File: config.mk
export PLATFORM = sky130hd
export DESIGN_NAME = mem_stage
export DESIGN_NICKNAME = d
export VERILOG_FILES = /design/src/rtl/mem_stage.sv
export SDC_FILE = /design/constraint.sdc
export NUM_CORES = 1
export LEC_CHECK = 0
export ABC_CLOCK_PERIOD_IN_PS = 7550
export CORE_MARGIN = 5
export CORE_UTILIZATION = 43
export DETAILED_ROUTE_END_ITERATION = 7
export PLACE_DENSITY_LB_ADDON = 0.3
export SETUP_SLACK_MARGIN = 0.3
export SLEW_MARGIN = 20
export SYNTH_ARGS = -nofsm -noshare
export SYNTH_HDL_FRONTEND = slang
export SYNTH_SLANG_ARGS = --single-unit
File: constraint.sdc
create_clock -name clk -period 7.55 [get_ports clk]
set_input_delay 1.1325 -clock clk [delete_from_list [all_inputs] [get_ports clk]]
set_output_delay 1.1325 -clock clk [all_outputs]
set_load 0.05 [all_outputs]
File: src/rtl/mem_stage.sv
// Memory stage: holds one entry, waits for the data SRAM response of loads,
// extends load data and hands the entry to write-back.
module mem_stage #(
    parameter int ES_MS_W = 154,
    parameter int MS_WS_W = 149
) (
    input  logic               clk,
    input  logic               reset,
    input  logic               es_to_ms_valid,
    input  logic [ES_MS_W-1:0] es_to_ms_bus,
    output logic               ms_allowin,
    input  logic               ws_allowin,
    output logic               ms_to_ws_valid,
    output logic [MS_WS_W-1:0] ms_to_ws_bus,
    input  logic               data_sram_data_ok,
    input  logic [31:0]        data_sram_rdata,
    input  logic               ws_flush,
    output logic [38:0]        ms_fwd_bus
);

    logic               ms_valid_reg;
    logic               ms_valid_next;
    logic [ES_MS_W-1:0] payload_reg;
    logic [31:0]        buf_data_reg;
    logic               buf_valid_reg;
    logic               buf_valid_next;
    logic [1:0]         cancel_cnt_reg;
    logic [1:0]         cancel_cnt_next;

    logic        data_req_sent;
    logic [31:0] rt_value;
    logic [4:0]  cp0_addr;
    logic        mtc0_we;
    logic        res_from_cp0;
    logic        eret;
    logic        bd;
    logic [31:0] badvaddr;
    logic [4:0]  excode;
    logic        ex;
    logic [2:0]  ld_type;
    logic        res_from_mem;
    logic        gr_we;
    logic [4:0]  dest;
    logic [31:0] alu_result;
    logic [31:0] pc;

    assign {data_req_sent, rt_value, cp0_addr, mtc0_we, res_from_cp0, eret, bd,
            badvaddr, excode, ex, ld_type, res_from_mem, gr_we, dest,
            alu_result, pc} = payload_reg;

    logic need_wait;
    logic data_ok_eff;
    logic ms_ready_go;
    logic handoff;
    logic awaiting;
    logic capture;
    logic cancel_inc;
    logic cancel_dec;

    // Responses owed to flushed entries are swallowed before any new one counts.
    assign need_wait   = data_req_sent && !ex;
    assign data_ok_eff = data_sram_data_ok && (cancel_cnt_reg == 2'd0);
    assign ms_ready_go = !need_wait || buf_valid_reg || data_ok_eff;

    assign ms_allowin     = !ms_valid_reg || (ms_ready_go && ws_allowin);
    assign ms_to_ws_valid = ms_valid_reg && ms_ready_go;
    assign handoff        = ms_to_ws_valid && ws_allowin;

    assign awaiting   = ms_valid_reg && need_wait && !buf_valid_reg;
    assign capture    = awaiting && data_ok_eff && !handoff && !ws_flush;
    assign cancel_inc = ws_flush && awaiting && !data_ok_eff;
    assign cancel_dec = data_sram_data_ok && (cancel_cnt_reg != 2'd0);

    always_comb begin
        ms_valid_next = ms_valid_reg;
        if (ws_flush) begin
            ms_valid_next = 1'b0;
        end else if (ms_allowin) begin
            ms_valid_next = es_to_ms_valid;
        end

        buf_valid_next = buf_valid_reg;
        if (handoff || ws_flush) begin
            buf_valid_next = 1'b0;
        end else if (capture) begin
            buf_valid_next = 1'b1;
        end

        cancel_cnt_next = cancel_cnt_reg;
        if (cancel_inc && !cancel_dec) begin
            if (cancel_cnt_reg != 2'd3) begin
                cancel_cnt_next = cancel_cnt_reg + 2'd1;
            end
        end else if (!cancel_inc && cancel_dec) begin
            cancel_cnt_next = cancel_cnt_reg - 2'd1;
        end
    end

    always_ff @(posedge clk) begin
        if (reset) begin
            ms_valid_reg   <= 1'b0;
            buf_valid_reg  <= 1'b0;
            cancel_cnt_reg <= 2'd0;
        end else begin
            ms_valid_reg   <= ms_valid_next;
            buf_valid_reg  <= buf_valid_next;
            cancel_cnt_reg <= cancel_cnt_next;
        end
    end

    always_ff @(posedge clk) begin
        if (es_to_ms_valid && ms_allowin) begin
            payload_reg <= es_to_ms_bus;
        end
        if (capture) begin
            buf_data_reg <= data_sram_rdata;
        end
    end

    // Load data extraction: split the word into byte lanes, then pick per ld_type.
    logic [31:0] load_word;
    logic [7:0]  load_bytes [4];
    logic [7:0]  sel_byte;
    logic [15:0] sel_half;
    logic [31:0] load_ext;
    logic [31:0] final_result;

    assign load_word = buf_valid_reg ? buf_data_reg : data_sram_rdata;

    genvar gi;
    generate
        for (gi = 0; gi < 4; gi++) begin : g_lane
            assign load_bytes[gi] = load_word[8*gi +: 8];
        end
    endgenerate

    assign sel_byte = load_bytes[alu_result[1:0]];
    assign sel_half = alu_result[1] ? load_word[31:16] : load_word[15:0];

    always_comb begin
        case (ld_type)
            3'd1:    load_ext = {{24{sel_byte[7]}}, sel_byte};
            3'd2:    load_ext = {24'd0, sel_byte};
            3'd3:    load_ext = {{16{sel_half[15]}}, sel_half};
            3'd4:    load_ext = {16'd0, sel_half};
            default: load_ext = load_word;
        endcase
    end

    assign final_result = res_from_mem ? load_ext : alu_result;

    assign ms_to_ws_bus = {rt_value, eret, bd, mtc0_we, cp0_addr, res_from_cp0,
                           badvaddr, ex, excode, gr_we && !ex, dest,
                           final_result, pc};

    assign ms_fwd_bus = {ms_valid_reg && res_from_mem && !ms_ready_go,
                         ms_valid_reg && gr_we && !ex,
                         dest, final_result};

endmodule

### Word level (Yosys, flattened, before mapping)

Cells that the tools add are included.

* register bits: 190
* bits in latches: 0
* bits in writable memories: 0
* ROM bits: 0
* word-level logic and storage cells: 66
* memories kept: 0

* $add $sub $neg: 2
* multipliers: 0
* divide/modulo/power cells: 0
* $lt $le $gt $ge: 1
* eq/ne operators: 6
* shift-type cells: 0
* muxes and demuxes: 10
* bitwise logic cells: 1
* reductions and logical operators: 41

Operators by type and width (number)
* one-hot mux 32 bit (4 select lines): 1
* two-way mux 32 bit: 2
* logical AND 1 bit: 21
* binary-select mux 8 bit (select 2 bit): 1
* two-way mux 16 bit: 1
* two-way mux 8 bit: 2
* zero test 1 bit: 10
* == test 3 x 2 -> 1 bit (second input constant): 2
* two-way mux 2 bit: 3
* logical OR 1 bit: 4
* nonzero test 2 bit: 2
* OR reduction 2 bit: 2
* == test 3 x 1 -> 1 bit (second input constant): 1
* == test 3 bit (second input constant): 1
* greater-or-equal comparator 3 bit (second input constant): 1
* inverter 2 -> 3 bit: 1
* adder 2 x 1 -> 2 bit (second input constant): 1
* zero test 2 bit: 1
* inequality test 2 x 1 -> 1 bit (second input constant): 1
* inequality test 2 bit (second input constant): 1
* AND reduction 2 bit: 1
* subtractor 2 x 1 -> 2 bit (second input constant): 1

### Longest topological paths before layout

Gate-level depths: netlist of the first run.

* word-level depth: 10
* gate-level depth with buffers: 9
* depth with buffers taken out: 4

### Least setup slack after synthesis of the first run

No wires, ideal clock.

* path type: input -> register
* start point: input port data_sram_data_ok
* end point: register payload_reg[0] (enable)
* arrival time: 6.636 ns
* required time: 7.020 ns
* path slack: 0.383 ns
* stages on the path: 4
* buffers on the path: 0
* path through: or3b_2 > and3_1 > o21ai_0 > and2_1

* cells in the longest elaborated chain, start to end: 5

Ends and longest elaborated chain
* from (decl): line 15 `input logic data_sram_data_ok,`
* logical AND 1 bit: line 62 `assign data_ok_eff = data_sram_data_ok && (cancel_cnt_reg == 2'd0);`
* logical OR 1 bit: line 63 `assign ms_ready_go = !need_wait || buf_valid_reg || data_ok_eff;`
* logical AND 1 bit: line 65 `assign ms_allowin = !ms_valid_reg || (ms_ready_go && ws_allowin);`
* logical OR 1 bit: line 65
* named net ms_allowin: line 11 `output logic ms_allowin,`
* logical AND 1 bit: line 112 `if (es_to_ms_valid && ms_allowin) begin`
* to (signal assigned): line 113 `payload_reg <= es_to_ms_bus;`
* to (decl): line 23 `logic [ES_MS_W-1:0] payload_reg;`

The timed path passes the listed nets, and every way through them passes these cells.
A chain may end at the register's enable or synchronous reset.

### Final worst setup path of the first run

* start point: input port data_sram_rdata[31]
* end point: output port ms_to_ws_bus[63]

* cells in the longest elaborated chain, start to end: 6
* elaborated cells on any way between the ends: 7

Ends and longest elaborated chain
* from (decl): line 16 `input logic [31:0] data_sram_rdata,`
* two-way mux 32 bit *: line 128 `assign load_word = buf_valid_reg ? buf_data_reg : data_sram_rdata;`
* binary-select mux 8 bit (select 2 bit): line 137 `assign sel_byte = load_bytes[alu_result[1:0]];`
* two-way mux 8 bit (implied by the code) (2 in series): line 137
* one-hot mux 32 bit (4 select lines) *: line 141 `case (ld_type)`
* two-way mux 32 bit *: line 150 `assign final_result = res_from_mem ? load_ext : alu_result;`
* to (decl): line 14 `output logic [MS_WS_W-1:0] ms_to_ws_bus,`

Mark *: on every way between the ends. The rest lies on a longest branch, timed or not. The select of a mux whose other input is x is not followed.

==> impl_metrics.json, run 1 <==
{
  "grt_pass1_wl_mm": 34.9,
  "overflow": 0,
  "synth_top_family_by_area": "buffers and inverters",
  "cellLeakagePower_nw": 4.19,
  "status": "complete, no violations",
  "hold_buffers": 0,
  "grt_max_degree": 83,
  "hold_violations": 0,
  "largest_reg_flops": 154,
  "antennaDiodeCount": 0,
  "hold_path_class": "reg2reg",
  "min_from": "cancel_cnt_reg[1]",
  "finalNonFillerCells": 1082,
  "core_area_um2": 20000,
  "insertion_delay_ns": 0.43,
  "die_x_um": 152,
  "drc_errors": 0,
  "worst_slew_pin_slew_ns": 1.11,
  "io_buffers": 381,
  "cts_tree": "done",
  "fill_cells": 1555,
  "syn-num-nets": 759,
  "fin_nets": 991,
  "maxCapViolCount": 0,
  "drive_gt1_share_pct": 9.85,
  "cts_buffer_depth": 2,
  "wl_mm": 23.6,
  "ir_drop_uv": 168,
  "drv_slew": 0,
  "synth_simple_gate_area_share_pct": 3.76,
  "cp_max_fo": 16,
  "area_growth_pct": 40.6,
  "p_total_mw": 2.78,
  "initial_core_util_pct": 43.4,
  "finalSetupViolCount": 0,
  "syn_inst": 567,
  "cp-end-kind": "primary output",
  "gr-usage-all-layers_pct": 19.8,
  "async_flop_share_pct": 0,
  "critPathLaunchType": "primary input",
  "r2r-end": "payload_reg[43]",
  "yosys_warnings": 0,
  "netlist_area_um2": 8690,
  "antenna_found_initial": 1,
  "rr_startpoint": "buf_valid_reg",
  "cts_root_buf": "clkbuf_16",
  "post_cts_resize_count": 0,
  "min_path_cells": 2,
  "detail-route-antenna-nets": 0,
  "setup_tns_ns": 0,
  "firstDrtPassIters": 5,
  "synth_compound_area_share_pct": 6.41,
  "vias": 5388,
  "dp_hpwl_mm": 18.1,
  "ioPinCount": 382,
  "synth_mux_area_share_pct": 9.04,
  "rsz0062_at_grt": "false",
  "max_freq_mhz": 198,
  "ys.flop_type": "edfxtp_1",
  "cts_made_buffers": 17,
  "grt_pass1_vias": 5873,
  "whs_endpoint": "cancel_cnt_reg[1]",
  "wl_per_cell_um": 21.9,
  "rr_worst_depth": 6,
  "slew_headroom_pct": 26.1,
  "synth_seq_cells": 190,
  "synth-edff-count": 186,
  "ys_seq_area_share_pct": 65.2,
  "clock-sinks": 190,
  "crit_required_ns": 6.42,
  "htreeDepth": 4,
  "cts_setup_buffers": 0,
  "finalCritPeriodShare_pct": 67.0,
  "criticalPathCategory": "in2out",
  "arrival_ns": 3.93,
  "synth_xor_area_share_pct": 0.101,
  "yosysUniqueCellTypes": 44,
  "die_area_um2": 23200,
  "r2r_slack_ns": 3.79,
  "die_y_um": 152,
  "finish.utilization_pct": 61.0,
  "power_density_nw_per_um2": 228,
  "synthAdderAreaFrac_pct": 0,
  "syn_area_per_cell_um2": 15.3,
  "clkSlewWorstSetupHoldPaths_ns": 0.08,
  "via_per_inst": 4.98,
  "dp_cells": 1050,
  "place.gp.congestion": 0.858,
  "fin_crit_ns": 5.06,
  "row_count": 52,
  "drt-initial-drc-count": 291,
  "finalClockSkew_ns": 0.0147
}
routing by layer:
layer	up-vias	GRT usage, %	wire length, um
li1	2439	-	-
met1	2641	20.3	7880
met2	278	36.9	12900
met3	28	7.92	2340
met4	2	6.12	531
met5	-	0	14
cell usage after synthesis, types with 5 or more instances:
cell | number | share of area (%)
a31oi_1 | 6 | 0.43
o21ai_0 | 6 | 0.35
o221ai_2 | 10 | 1.7
buf_4 | 158 | 14
mux2_2 | 9 | 1.2
edfxtp_1 | 186 | 64
nand2_1 | 12 | 0.52
mux4_2 | 17 | 4.4
clkbuf_1 | 7 | 0.30
a221oi_1 | 8 | 0.81
nor2_1 | 24 | 1.0
a22oi_1 | 13 | 1.1
nor2b_1 | 9 | 0.65
buf_2 | 5 | 0.29
a21oi_1 | 5 | 0.29
mux2i_1 | 26 | 3.0
inv_1 | 21 | 0.91
o221ai_1 | 6 | 0.60
report_power, final:
group	internal (mW)	switching (mW)
Sequential	1.22	0.0172
Clock	0.450	0.447
Combinational	0.247	0.407
worst max-delay path, stage by stage:
cell,delay (ns)
clkdlybuf4s50_1,0.47
mux4_2,0.52
mux2_2,0.29
nand3_2,0.45
o221ai_1,0.27
clkdlybuf4s50_1,0.79
layout make-up:
cell class / count / area [um^2] / area share [%]
Clock buffer: 18 / 429 / 3.51
Clock inverter: 14 / 165 / 1.35
Inverter: 21 / 78.8 / 0.645
Multi-Input combinational cell: 182 / 1680 / 13.8
Sequential cell: 190 / 5670 / 46.4
Tap cell: 270 / 338 / 2.76
Timing Repair Buffer: 387 / 3860 / 31.6
stage by stage:
stage | area [um^2] | worst slack (ns) | hold slack (ns)
5_1_grt | 12200 | 2.35 | 0.529
3_5_place_dp | 11600 | 2.47 | 0.487
2_1_floorplan | 8690 | 0.383 | 0.444
4_1_cts | 12200 | 2.46 | 0.499
6_report | 12200 | 2.49 | 0.498
3_3_place_gp | 11600 | 2.57 | 0.458
worst max-delay path by stage:
stage               depth (start not counted)           startpoint  slack (ns)               end
detailed placement                          6  data_sram_rdata[31]        2.47  ms_to_ws_bus[50]
finish                                      6  data_sram_rdata[31]        2.49  ms_to_ws_bus[63]
global route                                6  data_sram_rdata[31]        2.35  ms_to_ws_bus[50]
global placement                            6  data_sram_rdata[23]        2.57  ms_to_ws_bus[50]
CTS                                         6  data_sram_rdata[31]        2.46  ms_to_ws_bus[50]
floorplan                                   4    data_sram_data_ok        0.38    payload_reg[0]
cells in the final DEF (no fill, tap or decap), types with 10 or more instances in the layout:
cell type	n
clkdlybuf4s50_1	381
edfxtp_1	186
mux2i_1	26
nor2_1	24
inv_1	21
mux4_2	17
clkbuf_16	17
a22oi_1	13
nand2_1	12
o221ai_2	10
kinds of logic (layout without fill, tap and decap cells):
family	Yosys count	in the layout
and+or+nand+nor	64	64
AOI/OAI and AO/OA	63	63
muxes	54	54
DFF	190	190
buffers and inverters	195	440
xor gates and xnor gates	1	1
(Power assumes the default switching activity.)
==> inputs of run 2 (changes only) <==
- ABC_CLOCK_PERIOD_IN_PS: 7550 -> 4200
- CORE_UTILIZATION: 43 -> 38
- clock period: 7.55 -> 4.2 ns (I/O delays scaled with it)
==> run 2 against run 1 <==
  * Sequential cell count unchanged
  * Critical path depth stayed put
  * Setup slack got worse by 2.1 ns
  * First-iteration DRC count grew 19%
  * Utilization down 6.1 points
  * Worst hold slack got worse by 0.020 ns
  * Clock power rose by 79%
  * Global-route usage is 1.9 points lower
  * Critical path type is now reg2out
  * Highest routed layer unchanged
==> impl_metrics.json, run 2 (synthesis gave the netlist of run 1 again) <==
{
  "status": "complete, no violations",
  "die_area_um2": 26000,
  "setup_tns_ns": 0,
  "finalCritPeriodShare_pct": 90.1,
  "grt_max_degree": 121,
  "cts_buffer_depth": 2,
  "final_common_cell": "clkdlybuf4s50_1",
  "max_freq_mhz": 264,
  "initial_core_util_pct": 38.5,
  "post_cts_resize_count": 0,
  "rsz0062_at_grt": "false",
  "cpMaxStageDelayCell": "clkdlybuf4s50_1",
  "detail-route-antenna-nets": 0,
  "slowest_delay_ns": 0.73,
  "cts_setup_buffers": 0,
  "r2r_slack_ns": 1.78,
  "fin_hold_ws_ns": 0.478,
  "clock-sinks": 190,
  "gr-usage-all-layers_pct": 17.9,
  "drt-initial-drc-count": 347,
  "insertion_delay_ns": 0.43,
  "finalClockSkew_ns": 0.0117,
  "wl_per_cell_um": 21.7,
  "hold_buffers": 0,
  "slew_headroom_pct": 57.0,
  "wl_mm": 24.1,
  "overflow": 0,
  "vias": 5357,
  "path_delay_family": "buffers and inverters",
  "finalSetupViolCount": 0,
  "die_x_um": 161,
  "ioPinCount": 382,
  "core_area_um2": 22600,
  "clkSlewWorstSetupHoldPaths_ns": 0.08,
  "firstDrtPassIters": 4,
  "antenna_found_initial": 1,
  "fill_cells": 1887,
  "ir_drop_uv": 248,
  "htreeDepth": 4,
  "dp_hpwl_mm": 18.6,
  "critical_path_buf_inv_count": 2,
  "power_density_nw_per_um2": 405,
  "cellLeakagePower_nw": 4.53,
  "cp-end-kind": "primary output",
  "fin_crit_ns": 3.79,
  "antennaDiodeCount": 0,
  "drc_errors": 0,
  "area_growth_pct": 42.4,
  "row_count": 55,
  "cts_made_buffers": 17,
  "grt_pass1_vias": 5607,
  "largest_reg_flops": 154,
  "maxCapViolCount": 0,
  "cp_max_fo": 26,
  "layout_common_cells": "342 x clkdlybuf4s50_1, 186 x edfxtp_1, 28 x dlymetal6s2s_1, 27 x buf_4, 26 x mux2i_1",
  "die_y_um": 161,
  "worst_slew_pin_slew_ns": 0.645,
  "criticalPathCategory": "reg2out",
  "cts_tree": "done",
  "via_per_inst": 4.83,
  "critPathLaunchType": "register",
  "place.gp.congestion": 0.788,
  "crit_required_ns": 3.57,
  "fin_nets": 1002,
  "io_buffers": 381,
  "cts_root_buf": "clkbuf_16",
  "hold_violations": 0,
  "drive_gt1_share_pct": 12.4,
  "hold_path_class": "reg2reg",
  "arrival_ns": 3.16,
  "path_cells": "mux4_2, mux2_2, nand3_2, buf_4, o221ai_2, clkdlybuf4s50_1",
  "drv_slew": 0,
  "grt_pass1_wl_mm": 34.6
}
[run 2: changes by cell type in the layout (fill, tap and decap cells not counted)]
| cell | previous run | this run |
|---|---|---|
| dlymetal6s2s_1 | 0 | 28 |
| o21ai_1 | 0 | 1 |
| inv_6 | 2 | 3 |
| clkdlybuf4s50_1 | 381 | 342 |
| buf_12 | 0 | 1 |
| clkinv_8 | 3 | 5 |
| buf_4 | 6 | 27 |
| inv_12 | 1 | 0 |
| o21ai_0 | 6 | 5 |
| inv_8 | 5 | 3 |
[run 2: final timing paths]
kind / start / endpoint / cells past startpoint
min reg2reg: cancel_cnt_reg[1] / cancel_cnt_reg[1] / 2
max reg2reg: cancel_cnt_reg[0] / payload_reg[99] / 5
min: cancel_cnt_reg[1] / cancel_cnt_reg[1] / 2
max: buf_valid_reg / ms_fwd_bus[27] / 6
[run 2: area by class of cell]
class                           count  area (um^2)  area share (%)
Clock inverter                     14          168            1.35
Timing Repair Buffer              398         4000            32.3
Inverter                           21         78.8           0.637
Multi-Input combinational cell    182         1680            13.6
Sequential cell                   190         5670            45.8
Tap cell                          285          357            2.88
Clock buffer                       18          429            3.47
[run 2: per-stage QoR]
stage | std cells | instance area, um^2 | power [mW] | utilization [%] | worst slack [ns]
detailed placement | 1076 | 11700 | 3.45 | 51.9 | 0.414
floorplan | 567 | 8690 | 3.06 | - | 0.424
finish | 1108 | 12400 | 5.01 | 54.8 | 0.415
CTS | 1108 | 12300 | 5.07 | 54.5 | 0.310
global placement | 1076 | 11700 | 3.44 | 51.9 | 0.458
global route | 1108 | 12400 | 5.19 | 54.8 | 0.289
[run 2: layer usage]
| layer | vias up | GRT usage [%] | part of all wire [%] |
|---|---|---|---|
| li1 | 2466 | - | - |
| met1 | 2590 | 18.9 | 35 |
| met2 | 274 | 32.7 | 53 |
| met3 | 25 | 7.43 | 10 |
| met4 | 2 | 5.51 | 1.7 |
| met5 | - | 0 | 0.029 |
[run 2: power by group]
group	internal, mW	switching, mW
Clock	0.805	0.809
Sequential	2.19	0.0317
Combinational	0.447	0.729
Total	3.44	1.57
[run 2: worst reg2reg max path, stage by stage, from the launching register on]
cell and delay (ns):
dfxtp_1 0.36, or3b_2 0.49, and3_1 0.23, o21ai_1 0.21
and2_4 0.20, buf_12 0.47
